--- config.mk ---
export PLATFORM = sky130hd
export DESIGN_NAME = debounce_multi
export DESIGN_NICKNAME = d
export VERILOG_FILES = /design/src/rtl/debounce_pkg.sv /design/src/rtl/debounce_chan.sv /design/src/rtl/debounce_multi.sv
export SDC_FILE = /design/constraint.sdc
export NUM_CORES = 1
export LEC_CHECK = 0
export CORE_MARGIN = 4
export CORE_UTILIZATION = 47
export DETAILED_ROUTE_END_ITERATION = 8
export GPL_TIMING_DRIVEN = 0
export MAX_ROUTING_LAYER = met4
export PLACE_DENSITY = 0.76
export SYNTH_ARGS = -nofsm -noshare
export SYNTH_HDL_FRONTEND = slang
export SYNTH_SLANG_ARGS = --single-unit
--- constraint.sdc ---
create_clock -name clk -period 8.3 [get_ports clk]
set_input_delay 1.66 -clock clk [delete_from_list [all_inputs] [get_ports clk]]
set_output_delay 1.66 -clock clk [all_outputs]
set_load 0.01 [all_outputs]
--- src/rtl/debounce_pkg.sv ---
// Shared types and constants for the multi-channel debouncer.
// Holds the channel state enum, counter width helper and PS/2 idle level.
package debounce_pkg;

    typedef enum logic {
        IDLE,
        SETTLING
    } state_e;

    // PS/2 clock and data idle high, so every channel resets to 1.
    localparam logic [31:0] PS2_IDLE_LEVEL = '1;

    function automatic int cnt_width(input int stable_cycles);
        return $clog2(stable_cycles + 1);
    endfunction

endpackage

--- src/rtl/debounce_chan.sv ---
// One debounce channel: synchroniser, stability counter, result, edge pulses.
// Ports: clk, reset (async high), tick, din -> result, rise, fall, edge_d.
module debounce_chan
    import debounce_pkg::*;
#(
    parameter int   STABLE_CYCLES = 524288,
    parameter int   SYNC_STAGES   = 2,
    parameter logic RESET_VAL     = 1'b1
) (
    input  logic clk,
    input  logic reset,
    input  logic tick,
    input  logic din,
    output logic result,
    output logic rise,
    output logic fall,
    output logic edge_d
);

    localparam int CNT_W = cnt_width(STABLE_CYCLES);
    localparam logic [CNT_W-1:0] LAST = CNT_W'(STABLE_CYCLES - 1);

    logic [SYNC_STAGES-1:0] sync_q;
    logic [SYNC_STAGES-1:0] sync_d;
    logic [CNT_W-1:0]       cnt_q;
    logic [CNT_W-1:0]       cnt_d;
    logic                   result_q;
    logic                   result_d;
    logic                   rise_q;
    logic                   rise_d;
    logic                   fall_q;
    logic                   fall_d;
    logic                   s;
    state_e                 state;

    assign sync_d = {sync_q[SYNC_STAGES-2:0], din};
    assign s      = sync_q[SYNC_STAGES-1];
    assign state  = (s != result_q) ? SETTLING : IDLE;

    always_comb begin
        cnt_d    = cnt_q;
        result_d = result_q;
        rise_d   = 1'b0;
        fall_d   = 1'b0;
        unique case (state)
            IDLE: begin
                // Any return to the accepted level discards the window.
                cnt_d = '0;
            end
            SETTLING: begin
                if (tick) begin
                    if (cnt_q == LAST) begin
                        result_d = s;
                        cnt_d    = '0;
                        rise_d   = s;
                        fall_d   = ~s;
                    end else begin
                        cnt_d = cnt_q + 1'b1;
                    end
                end
            end
        endcase
    end

    always_ff @(posedge clk or posedge reset) begin
        if (reset) begin
            sync_q   <= {SYNC_STAGES{RESET_VAL}};
            cnt_q    <= '0;
            result_q <= RESET_VAL;
            rise_q   <= 1'b0;
            fall_q   <= 1'b0;
        end else begin
            sync_q   <= sync_d;
            cnt_q    <= cnt_d;
            result_q <= result_d;
            rise_q   <= rise_d;
            fall_q   <= fall_d;
        end
    end

    assign result = result_q;
    assign rise   = rise_q;
    assign fall   = fall_q;
    // Next-cycle edge, so the top can register any_edge alongside the pulses.
    assign edge_d = rise_d | fall_d;

endmodule

--- src/rtl/debounce_multi.sv ---
// Multi-channel debouncer: CHANNELS independent lines with shared tick.
// Ports: clk, reset, tick, din -> result, rise, fall, any_edge.
module debounce_multi
    import debounce_pkg::*;
#(
    parameter int                  CHANNELS      = 4,
    parameter int                  STABLE_CYCLES = 524288,
    parameter int                  SYNC_STAGES   = 2,
    parameter logic [CHANNELS-1:0] RESET_VAL     =
        PS2_IDLE_LEVEL[CHANNELS-1:0]
) (
    input  logic                clk,
    input  logic                reset,
    input  logic                tick,
    input  logic [CHANNELS-1:0] din,
    output logic [CHANNELS-1:0] result,
    output logic [CHANNELS-1:0] rise,
    output logic [CHANNELS-1:0] fall,
    output logic                any_edge
);

    logic [CHANNELS-1:0] edge_d;
    logic                any_edge_d;
    logic                any_edge_q;

    for (genvar i = 0; i < CHANNELS; i++) begin : g_chan
        debounce_chan #(
            .STABLE_CYCLES (STABLE_CYCLES),
            .SYNC_STAGES   (SYNC_STAGES),
            .RESET_VAL     (RESET_VAL[i])
        ) u_chan (
            .clk    (clk),
            .reset  (reset),
            .tick   (tick),
            .din    (din[i]),
            .result (result[i]),
            .rise   (rise[i]),
            .fall   (fall[i]),
            .edge_d (edge_d[i])
        );
    end

    always_comb begin
        any_edge_d = |edge_d;
    end

    always_ff @(posedge clk or posedge reset) begin
        if (reset) begin
            any_edge_q <= 1'b0;
        end else begin
            any_edge_q <= any_edge_d;
        end
    end

    assign any_edge = any_edge_q;

endmodule

==> flow_summary.toml <==
[run_status]
status = "complete, no violations"

[grt]
groute.usage.overall_pct = 17.7
grt_pass1_vias = 3638
grt_max_degree = 76
grt_pass1_wl_mm = 16.7
grt_overflow = 0
antenna_found_initial = 0

[clock_network]
cts-hold-fix-buffers = 0
cts_tree = "yes"
clk_pin_slew_worst_paths_ns = 0.10
cts_buffers = 9
cts_root_buffer = "clkbuf_8"
post-cts-setup-buffers = 0
max-clock-path-buffers = 2
htree_levels = 3
cts_resized = 0
clk_latency_ns = 0.36
clock-sinks = 101

[synth]
ys_types = 52
synth_fp_nets = 504
async_reset_ff_share_pct = 100
synth-main-ff-cell = "dfrtp_1"
synthCells = 493
ys_warn_count = 0
synth_top_area_share_pct = 45.3
yosysTopAreaCell = "dfrtp_1"
syn_area_per_cell_um2 = 9.96
yosys-top-cells-area = "dfrtp_1, nor2_1, dfstp_2, xnor2_1, xor2_1"
synth-edff-count = 0
synth_area_um2 = 4910
synth_seq_cells = 101
synth-seq-area-share_pct = 51.8

[placement]
dp.cells = 648
pre_cts_slack_ns = 4.42
portBuffers = 18
dp_hpwl_mm = 6.56
gp_congestion = 0.834

[drt]
ant_nets = 0
drcViolationCount = 0
via_per_inst = 5.47
vias = 3635
first_pass_iters = 6
routed_wl_mm = 9.51
wire_per_inst_um = 14.3
drt_iter0_drc = 204

[floorplan]
initial_core_util_pct = 48.0
die_width_um = 110
coreArea_um2 = 10200
fp.dieArea_um2 = 12200
die_h_um = 110
rows = 37
io_pins = 20

[run]
drv_cap = 0

[pwr]
power_density_nw_per_um2 = 157
ir_drop_v = 0.0000989
power_leakage_nw = 2.29

[timing]
tightest_slew_ns = 0.828
worst_slack_ns = 4.79
finClkSkew_ns = 0.0108
rsz0062_at_grt = "no"
max_freq_mhz = 285
timing.hold.ws_ns = 0.360
tns_ns = 0
setup_violations = 0
fin_crit_ns = 3.51
slew_violations = 0
hold_viol = 0
maxSlewHeadroom_pct = 44.4
period_share_pct = 42.3

[worst_setup_path]
start_kind = "primary input"
worstPathRequired_ns = 8.56
endpoint_kind = "flop"
worstSetupPathType = "in -> reg"
cp_max_fo = 10
worstPathArrival_ns = 3.77

[cells_and_area]
nets = 534
diodes = 0
layout-drive-gt1-share_pct = 10.6
syn_to_final_growth_pct = 11.8
fin_cells = 664

[hold_path]
min-delay-path-class = "reg -> reg"
-- critical path: stages --
cell and delay, ns:
clkbuf_1 0.32, inv_1 0.28, nor4_1 0.76, nand2_1 0.24
nand2b_1 0.18, buf_2 0.23, nor2_1 0.08
-- metrics by stage --
stage | cell area [um2] | power [mW] | utilization [%]
6_report | 5490 | 0.861 | 53.7
2_1_floorplan | 4910 | 0.536 | -
3_5_place_dp | 5290 | 0.550 | 51.7
5_1_grt | 5490 | 0.894 | 53.7
4_1_cts | 5490 | 0.868 | 53.7
3_3_place_gp | 5260 | 0.548 | 51.4
-- worst paths after layout --
| path | from | to | slack (ns) | cells past startpoint |
|---|---|---|---|---|
| worst max register to register | g_chan[0].u_chan.cnt_q[0] | g_chan[0].u_chan.cnt_q[3] | 6.00 | 7 |
| worst min-delay path | g_chan[1].u_chan.sync_q[0] | g_chan[1].u_chan.sync_q[1] | 0.36 | 0 |
| worst min register to register | g_chan[1].u_chan.sync_q[0] | g_chan[1].u_chan.sync_q[1] | 0.36 | 0 |
| max in group asynchronous | reset | g_chan[2].u_chan.result | 5.97 | 3 |
| worst max-delay path | tick | g_chan[1].u_chan.cnt_q[4] | 4.79 | 7 |
| min in group asynchronous | reset | g_chan[3].u_chan.fall | 1.63 | 2 |
-- cell usage in the layout, fill, tap and decap left out, types with 12 or more instances in the layout --
master           count
buf_4               13
clkdlybuf4s50_1     18
dfrtp_1             89
dfstp_2             12
nand2_1             41
nand3_1             25
nand4_1             23
nor2_1              88
nor3_1              15
xnor2_1             35
xor2_1              35
-- where the power goes --
part / internal [mW] / total (mW) / switching [mW]
clock: 0.151 / 0.320 / 0.169
combinational: 0.0103 / 0.0363 / 0.0260
sequential: 0.499 / 0.504 / 0.00552
total: 0.660 / 0.861 / 0.201
-- routing by layer --
metal | vias up | global-route usage (%) | wire length, um
li1 | 1748 | - | -
met1 | 1783 | 21.9 | 4210
met2 | 90 | 29.1 | 4680
met3 | 14 | 4.31 | 530
met4 | 0 | 5.45 | 89
met5 | - | - | 0
-- cell type report --
type                    count  area, um2
inverters                   9       36.3
fillers                   869       4740
well taps                 136        170
flip-flops and latches    101       2540
clock inverters             4       56.3
clock buffers              12        145
plain buffers              22        133
repair buffers             19        208
multi-input cells         361       2200
-- cells by family (layout without fill, tap and decap cells) --
logic type	Yosys count	count (layout)	synth area share [%]
AND/OR/NAND/NOR	249	249	25.6
flip-flops	101	101	51.8
XOR/XNOR	70	70	12.5
AO/OA/AOI/OAI	32	32	4.36
buffers and inverters	31	66	3.39
multiplexers	6	6	1.35
adder cells (fa/ha/maj)	4	4	1.02
-- cell usage after synthesis, types with 4 or more instances --
cell and count:
a21oi_1 10, and2_1 5, and3_1 8, and4_1 8, buf_4 13, clkbuf_1 7, dfrtp_1 89, dfstp_2 12
ha_1 4, inv_1 9, mux2_2 4, nand2_1 41, nand3_1 25, nand4_1 23, nor2_1 88, nor3_1 15
nor3b_1 5, nor4_1 6, o21ai_0 5, or3_1 4, xnor2_1 35, xor2_1 35
-- state kept, by name, indices dropped and copies added, names as in the netlist --
register              count
g_chan.u_chan.fall        4
any_edge                  1
g_chan.u_chan.result      4
g_chan.u_chan.sync_q      8
g_chan.u_chan.rise        4
g_chan.u_chan.cnt_q      80
Power figures use the tool's default switching activity.
